===== src/rtl/issue_scoreboard.sv =====
// Issue scoreboard: holds one decoded instruction, tracks in-flight register
// writes per register and blocks issue on RAW/WAW hazards until writeback.
module issue_scoreboard #(
  parameter int REGNO     = 8,
  parameter int REGNO_LOG = 3,
  parameter int PEND_W    = 2,
  parameter int PAYLOAD_W = 48
) (
  input  logic                 i_clk,
  input  logic                 i_rst,
  input  logic                 i_submit,
  output logic                 o_ready,
  input  logic [REGNO_LOG-1:0] i_l_reg_sel,
  input  logic [REGNO_LOG-1:0] i_r_reg_sel,
  input  logic [1:0]           i_used_operands,
  input  logic [REGNO-1:0]     i_rf_ie,
  input  logic [PAYLOAD_W-1:0] i_payload,
  input  logic                 i_next_ready,
  output logic                 o_submit,
  output logic [PAYLOAD_W-1:0] o_payload,
  output logic [REGNO-1:0]     o_rf_ie,
  input  logic                 i_wb_valid,
  input  logic [REGNO-1:0]     i_wb_rf_ie,
  input  logic                 i_flush,
  output logic [15:0]          o_stall_cycles,
  output logic                 o_busy
);

  localparam logic [PEND_W-1:0] PEND_MAX = {PEND_W{1'b1}};

  // Index of the set bit of a one-hot register enable (0 when none set).
  function automatic logic [REGNO_LOG-1:0] onehot_idx(input logic [REGNO-1:0] oh);
    logic [REGNO_LOG-1:0] idx;
    idx = {REGNO_LOG{1'b0}};
    for (int k = 0; k < REGNO; k++) begin
      if (oh[k]) begin
        idx = REGNO_LOG'(k);
      end else begin
        idx = idx;
      end
    end
    return idx;
  endfunction

  logic                 buf_valid_r;
  logic [REGNO_LOG-1:0] buf_l_r;
  logic [REGNO_LOG-1:0] buf_r_r;
  logic [1:0]           buf_used_r;
  logic [REGNO-1:0]     buf_rf_ie_r;
  logic [PAYLOAD_W-1:0] buf_payload_r;
  logic [PEND_W-1:0]    pend_r [REGNO];

  logic [PEND_W-1:0]    pend_next_s [REGNO];
  logic [REGNO_LOG-1:0] dst_s;
  logic                 hazard_s;
  logic                 issue_now_s;
  logic                 accept_s;
  logic                 busy_next_s;
  logic                 underflow_s;

  assign dst_s       = onehot_idx(buf_rf_ie_r);
  assign hazard_s    = (buf_used_r[0] && (pend_r[buf_l_r] != {PEND_W{1'b0}})) ||
                       (buf_used_r[1] && (pend_r[buf_r_r] != {PEND_W{1'b0}})) ||
                       ((buf_rf_ie_r != {REGNO{1'b0}}) && (pend_r[dst_s] == PEND_MAX));
  assign issue_now_s = buf_valid_r && !hazard_s && i_next_ready && !i_flush;
  assign o_ready     = !i_flush && (!buf_valid_r || issue_now_s);
  assign accept_s    = i_submit && o_ready;

  // Next pending counts: issue increments, writeback decrements, both cancel.
  always_comb begin
    underflow_s = 1'b0;
    busy_next_s = 1'b0;
    for (int k = 0; k < REGNO; k++) begin
      pend_next_s[k] = pend_r[k];
      if ((issue_now_s && buf_rf_ie_r[k]) && !(i_wb_valid && i_wb_rf_ie[k])) begin
        pend_next_s[k] = pend_r[k] + {{(PEND_W-1){1'b0}}, 1'b1};
      end else if ((i_wb_valid && i_wb_rf_ie[k]) && !(issue_now_s && buf_rf_ie_r[k])) begin
        if (pend_r[k] != {PEND_W{1'b0}}) begin
          pend_next_s[k] = pend_r[k] - {{(PEND_W-1){1'b0}}, 1'b1};
        end else begin
          underflow_s = 1'b1;
        end
      end else begin
        pend_next_s[k] = pend_r[k];
      end
      busy_next_s = busy_next_s || (pend_next_s[k] != {PEND_W{1'b0}});
    end
  end

  // Pending-write counters and the busy flag derived from them.
  always_ff @(posedge i_clk or posedge i_rst) begin
    if (i_rst) begin
      for (int k = 0; k < REGNO; k++) begin
        pend_r[k] <= {PEND_W{1'b0}};
      end
      o_busy <= 1'b0;
    end else begin
      for (int k = 0; k < REGNO; k++) begin
        pend_r[k] <= pend_next_s[k];
      end
      o_busy <= busy_next_s;
    end
  end

  // Single-entry instruction buffer: flush drops it, accept refills it.
  always_ff @(posedge i_clk or posedge i_rst) begin
    if (i_rst) begin
      buf_valid_r   <= 1'b0;
      buf_l_r       <= {REGNO_LOG{1'b0}};
      buf_r_r       <= {REGNO_LOG{1'b0}};
      buf_used_r    <= 2'b00;
      buf_rf_ie_r   <= {REGNO{1'b0}};
      buf_payload_r <= {PAYLOAD_W{1'b0}};
    end else if (i_flush) begin
      buf_valid_r <= 1'b0;
    end else if (accept_s) begin
      buf_valid_r   <= 1'b1;
      buf_l_r       <= i_l_reg_sel;
      buf_r_r       <= i_r_reg_sel;
      buf_used_r    <= i_used_operands;
      buf_rf_ie_r   <= i_rf_ie;
      buf_payload_r <= i_payload;
    end else if (issue_now_s) begin
      buf_valid_r <= 1'b0;
    end else begin
      buf_valid_r <= buf_valid_r;
    end
  end

  // Registered issue port toward execute; payload/destination hold when idle.
  always_ff @(posedge i_clk or posedge i_rst) begin
    if (i_rst) begin
      o_submit  <= 1'b0;
      o_payload <= {PAYLOAD_W{1'b0}};
      o_rf_ie   <= {REGNO{1'b0}};
    end else if (issue_now_s) begin
      o_submit  <= 1'b1;
      o_payload <= buf_payload_r;
      o_rf_ie   <= buf_rf_ie_r;
    end else begin
      o_submit  <= 1'b0;
    end
  end

  // Saturating count of cycles a buffered instruction is held by a hazard.
  always_ff @(posedge i_clk or posedge i_rst) begin
    if (i_rst) begin
      o_stall_cycles <= 16'h0000;
    end else if (buf_valid_r && hazard_s && !i_flush && (o_stall_cycles != 16'hFFFF)) begin
      o_stall_cycles <= o_stall_cycles + 16'h0001;
    end else begin
      o_stall_cycles <= o_stall_cycles;
    end
  end

  issue_scoreboard_chk u_chk (
    .clk       (i_clk),
    .rst       (i_rst),
    .underflow (underflow_s)
  );

endmodule

// Protocol checker: a writeback must never target a register with no write
// in flight.
module issue_scoreboard_chk (
  input logic clk,
  input logic rst,
  input logic underflow
);

  // Flag writeback to a register whose pending count is already zero.
  always @(posedge clk) begin
    if (!rst) begin
      assert (!underflow) else $error("issue_scoreboard: writeback with no pending write");
    end
  end

endmodule


===== config.mk =====
export PLATFORM = sky130hd
export DESIGN_NAME = issue_scoreboard
export DESIGN_NICKNAME = d
export VERILOG_FILES = /design/src/rtl/issue_scoreboard.sv
export SDC_FILE = /design/constraint.sdc
export NUM_CORES = 1
export LEC_CHECK = 0
export ABC_CLOCK_PERIOD_IN_PS = 7250
export BUFFER_PORTS_ARGS = -buffer_cell sky130_fd_sc_hd__buf_2
export CORE_MARGIN = 2
export CORE_UTILIZATION = 50
export CTS_BUF_LIST = sky130_fd_sc_hd__clkbuf_16
export CTS_CLUSTER_DIAMETER = 30
export CTS_CLUSTER_SIZE = 14
export DETAILED_ROUTE_END_ITERATION = 12
export HOLD_SLACK_MARGIN = 0.08
export PLACE_DENSITY = 0.83
export SLEW_MARGIN = 10
export SYNTH_ARGS = -nofsm -noshare
export SYNTH_HDL_FRONTEND = slang
export SYNTH_SLANG_ARGS = --single-unit

===== constraint.sdc =====
create_clock -name i_clk -period 7.25 [get_ports i_clk]
set_input_delay 0 -clock i_clk [delete_from_list [all_inputs] [get_ports i_clk]]
set_output_delay 0 -clock i_clk [all_outputs]
set_load 0.01 [all_outputs]

==> PnR_summary.wiki <==
{| class="wikitable"
! Metric !! Value
|-
| Run status || completed
|-
| # port buffers || 152
|-
| Hold path depth || 4
|-
| Setup Total Neg Slack || 0 ns
|-
| Worst slew pin tran || 0.979 ns
|-
| Most instantiated cells after synthesis || 155 x sky130_fd_sc_hd__dfrtp_1, 60 x sky130_fd_sc_hd__mux2_4, 56 x sky130_fd_sc_hd__mux2_2
|-
| Maximum clock path buffer count || 2
|-
| Via count normalized by instance count || 5.42
|-
| Overall die area || 15500 sq um
|-
| Most frequent cell after synthesis || sky130_fd_sc_hd__dfrtp_1
|-
| Initial Utilization || 50.6%
|-
| Post-synth ARST share || 100%
|-
| Register area || 3880 sq um
|-
| Final Wtd Congestion || 0.911
|-
| DRC violation count after routing || 0
|-
| Startpoint types || register
|-
| Initial antenna violation count || 0
|-
| Synthesis-stage register bit count || 155
|-
| Leakage power || 0.00466 uW
|-
| VDD IR-drop max || 272 uV
|-
| Setup repair after global routing missed its margin || false
|-
| Mapped Avg Cell Area || 13.5 sq um
|-
| PostCTS Resize Cnt || 0
|-
| Critical Setup Path Class || reg2reg
|-
| Number of DRC markers after the initial detailed-route iteration || 375
|-
| Detailed-routing iteration count for the pre-antenna-repair pass || 7
|-
| Total half-perimeter wirelength after legalization and detailed placement || 11000 microns
|-
| Clock latency reported for the late side of the worst-skew pair || 0.42 ns
|-
| Maximum Capacitance Violations || 0
|-
| Cell Count, Final, Fillers Out || 960
|-
| GRT Total Usage || 23.1%
|-
| Kind of path behind the tightest hold check || in2reg
|-
| Overflow left after global routing || 0
|-
| Routed Antenna Nets || 0
|-
| WL per Instance || 18.1 microns
|-
| Share of post-route cells with drive strength above 1 || 40.9%
|-
| Count of yosys warnings during synthesis || 0
|-
| Net Switching || 1010 uW
|-
| Final setup violation count || 0
|-
| Cts bufs inserted || 17
|-
| Total length of routed wires || 17300 microns
|-
| Prevailing post-synth register cell || sky130_fd_sc_hd__dfrtp_1
|-
| Number of global-route vias before repair || 5614
|-
| Worst Setup End Kind || register
|-
| Sequential-to-total area share from yosys stat || 53.4%
|-
| Total power density per cell area || 336 nW/um^2
|-
| Synth top area cells || sky130_fd_sc_hd__dfrtp_1 53%, sky130_fd_sc_hd__mux2_4 12%, sky130_fd_sc_hd__mux2_2 8.7%, sky130_fd_sc_hd__ha_1 2.9%, sky130_fd_sc_hd__mux2i_1 2.5%
|-
| Core footprint || 14400 sq um
|-
| Buffers inserted during post-CTS setup optimization || 0
|-
| Width of the chip || 125 microns
|-
| Relative contribution of the clock network to total power || 27.0%
|-
| CTS Root Buffer Type || sky130_fd_sc_hd__clkbuf_16
|-
| Post-synthesis net count || 633
|-
| Clk slew on worst S/H paths || 0.07 ns
|-
| Number of cell instances on the worst register-to-register path || 10
|-
| Number of nets in the layout || 858
|-
| Library cell occupying the most area in the post-synthesis netlist || sky130_fd_sc_hd__dfrtp_1
|-
| Switching power as a share of total power || 32.3%
|-
| Final-report max-slew violation count || 0
|-
| Total via count in the routed design || 5206
|-
| Count of inserted antenna diode cells || 0
|-
| Max-slew headroom at the worst pin || 34.7%
|-
| Global-route wire length before repair || 28600 microns
|-
| H-tree Lvls || 4
|-
| Placement Rows || 44
|-
| Fmax achieved || 268 MHz
|-
| Combined area of all synthesized cells || 7270 sq um
|-
| # clock sinks || 155
|-
| Number of enable flip-flop cells after synthesis || 0
|-
| Minimum period implied by the final worst setup slack || 3.73 ns
|-
| Number of buffers added to fix hold violations after cts || 70
|-
| Footprint of the multi-input gates || 3110 sq um
|-
| Area share of the largest cell type after synthesis || 53.4%
|-
| Cell count after placement || 858
|-
| TritonCTS clock tree || yes
|-
| Filler cell count in the final layout || 1010
|-
| I/O pin count || 153
|-
| Endpoints failing hold || 0
|-
| Clk_skew || 0.0121 ns
|-
| Internal power component || 2130 uW
|-
| Vertical extent of the die || 125 microns
|-
| Largest net degree at the start of global routing || 81
|-
| Largest fanout on the critical path || 58
|-
| Sequential group share of total power || 43.6%
|-
| Count of distinct cell types in the synthesized netlist || 49
|-
| Share of power burned in combinational logic || 29.3%
|-
| Cell count after synthesis || 538
|-
| Endpoint required time on the critical path || 7.53 ns
|-
| Crit path DAT || 4.02 ns
|-
| Final Cycle Share || 51.5%
|-
| Area growth from synthesis to layout || 28.7%
|}
kinds of logic after synthesis:
family | count (synthesis) | share of synthesized area (%)
DFF | 155 | 53.4
and+or+nand+nor | 115 | 8.71
buffers and inverters | 41 | 3.87
muxes | 134 | 23.6
adders and majority gates | 17 | 2.93
xor gates and xnor gates | 21 | 2.53
AOI/OAI and AO/OA | 55 | 5.03
cell usage in the layout, fill, tap and decap left out, types with 14 or more instances in the layout:
| cell type | count |
|---|---|
| sky130_fd_sc_hd__dlygate4sd3_1 | 70 |
| sky130_fd_sc_hd__dfrtp_1 | 155 |
| sky130_fd_sc_hd__inv_1 | 22 |
| sky130_fd_sc_hd__mux2_4 | 60 |
| sky130_fd_sc_hd__nor3_1 | 16 |
| sky130_fd_sc_hd__clkbuf_16 | 17 |
| sky130_fd_sc_hd__buf_2 | 152 |
| sky130_fd_sc_hd__mux2i_1 | 18 |
| sky130_fd_sc_hd__o21ai_0 | 19 |
| sky130_fd_sc_hd__nand2_1 | 33 |
| sky130_fd_sc_hd__ha_1 | 17 |
| sky130_fd_sc_hd__mux2_2 | 56 |
| sky130_fd_sc_hd__nor2_1 | 14 |
routing by layer:
| layer | part of all wire, % | GRT usage, % | up-vias |
|---|---|---|---|
| met3 | 6.6 | 7.17 | 42 |
| met1 | 40 | 27.9 | 2600 |
| met4 | 2.7 | 8.39 | 0 |
| met5 | 0 | 0 | - |
| li1 | - | - | 2364 |
| met2 | 51 | 39.2 | 200 |
state kept, by name, summed over array words and instances (netlist names):
register and count:
buf_payload_r 48, o_payload 48, o_stall_cycles 16, pend_r 16, buf_rf_ie_r 8, o_rf_ie 8, buf_l_r 3, buf_r_r 3
buf_used_r 2, buf_valid_r 1, o_busy 1, o_submit 1
worst paths after layout:
kind	start	to	slack, ns
min in group asynchronous	i_rst	buf_payload_r[31]	0.26
hold reg to reg	o_stall_cycles[5]	o_stall_cycles[5]	0.49
max in group asynchronous	i_rst	o_payload[39]	5.52
hold / removal	i_wb_valid	pend_r[10]	0.11
setup reg to reg	buf_l_r[1]	o_busy	3.52
setup / recovery	buf_l_r[1]	o_busy	3.52
stage by stage:
step / cell area (sq um) / utilization, % / total power, uW / worst slack, ns / hold WS (ns)
2_1_floorplan: 7270 / - / 1920 / 3.07 / 0.0631
3_3_place_gp: 8090 / 56.3 / 2200 / 3.73 / 0.146
3_5_place_dp: 8090 / 56.3 / 2260 / 3.62 / 0.164
4_1_cts: 9350 / 65.1 / 3150 / 3.59 / 0.0883
5_1_grt: 9350 / 65.1 / 3310 / 3.23 / 0.128
6_report: 9350 / 65.1 / 3140 / 3.52 / 0.111
worst max-delay path, stage by stage (launching register included):
cell and delay, ns:
sky130_fd_sc_hd__dfrtp_1 0.48, sky130_fd_sc_hd__nor4b_1 0.35, sky130_fd_sc_hd__a31oi_1 0.09, sky130_fd_sc_hd__a32oi_2 0.27, sky130_fd_sc_hd__nand4_2 0.23, sky130_fd_sc_hd__nor3_2 0.62, sky130_fd_sc_hd__buf_4 0.71, sky130_fd_sc_hd__nand2_1 0.19
sky130_fd_sc_hd__mux2i_1 0.18, sky130_fd_sc_hd__nor4_1 0.29, sky130_fd_sc_hd__nand4_1 0.12
layout make-up:
type / count / share of cell area [%]
Clock buffer: 17 / 4.55
Clock inverter: 15 / 1.46
Inverter: 23 / 0.977
Multi-Input combinational cell: 342 / 33.3
Sequential cell: 155 / 41.5
Tap cell: 184 / 2.46
Timing Repair Buffer: 224 / 15.8
power by group through the flow:
stage          clock (uW)  sequential (uW)  combinational, uW
4_1_cts               862             1360                919
6_report              849             1370                921
3_5_place_dp            0             1370                884
2_1_floorplan           0             1390                529
5_1_grt               904             1410                996
3_3_place_gp            0             1350                854
Note: power is estimated with default switching activity, not from simulation.
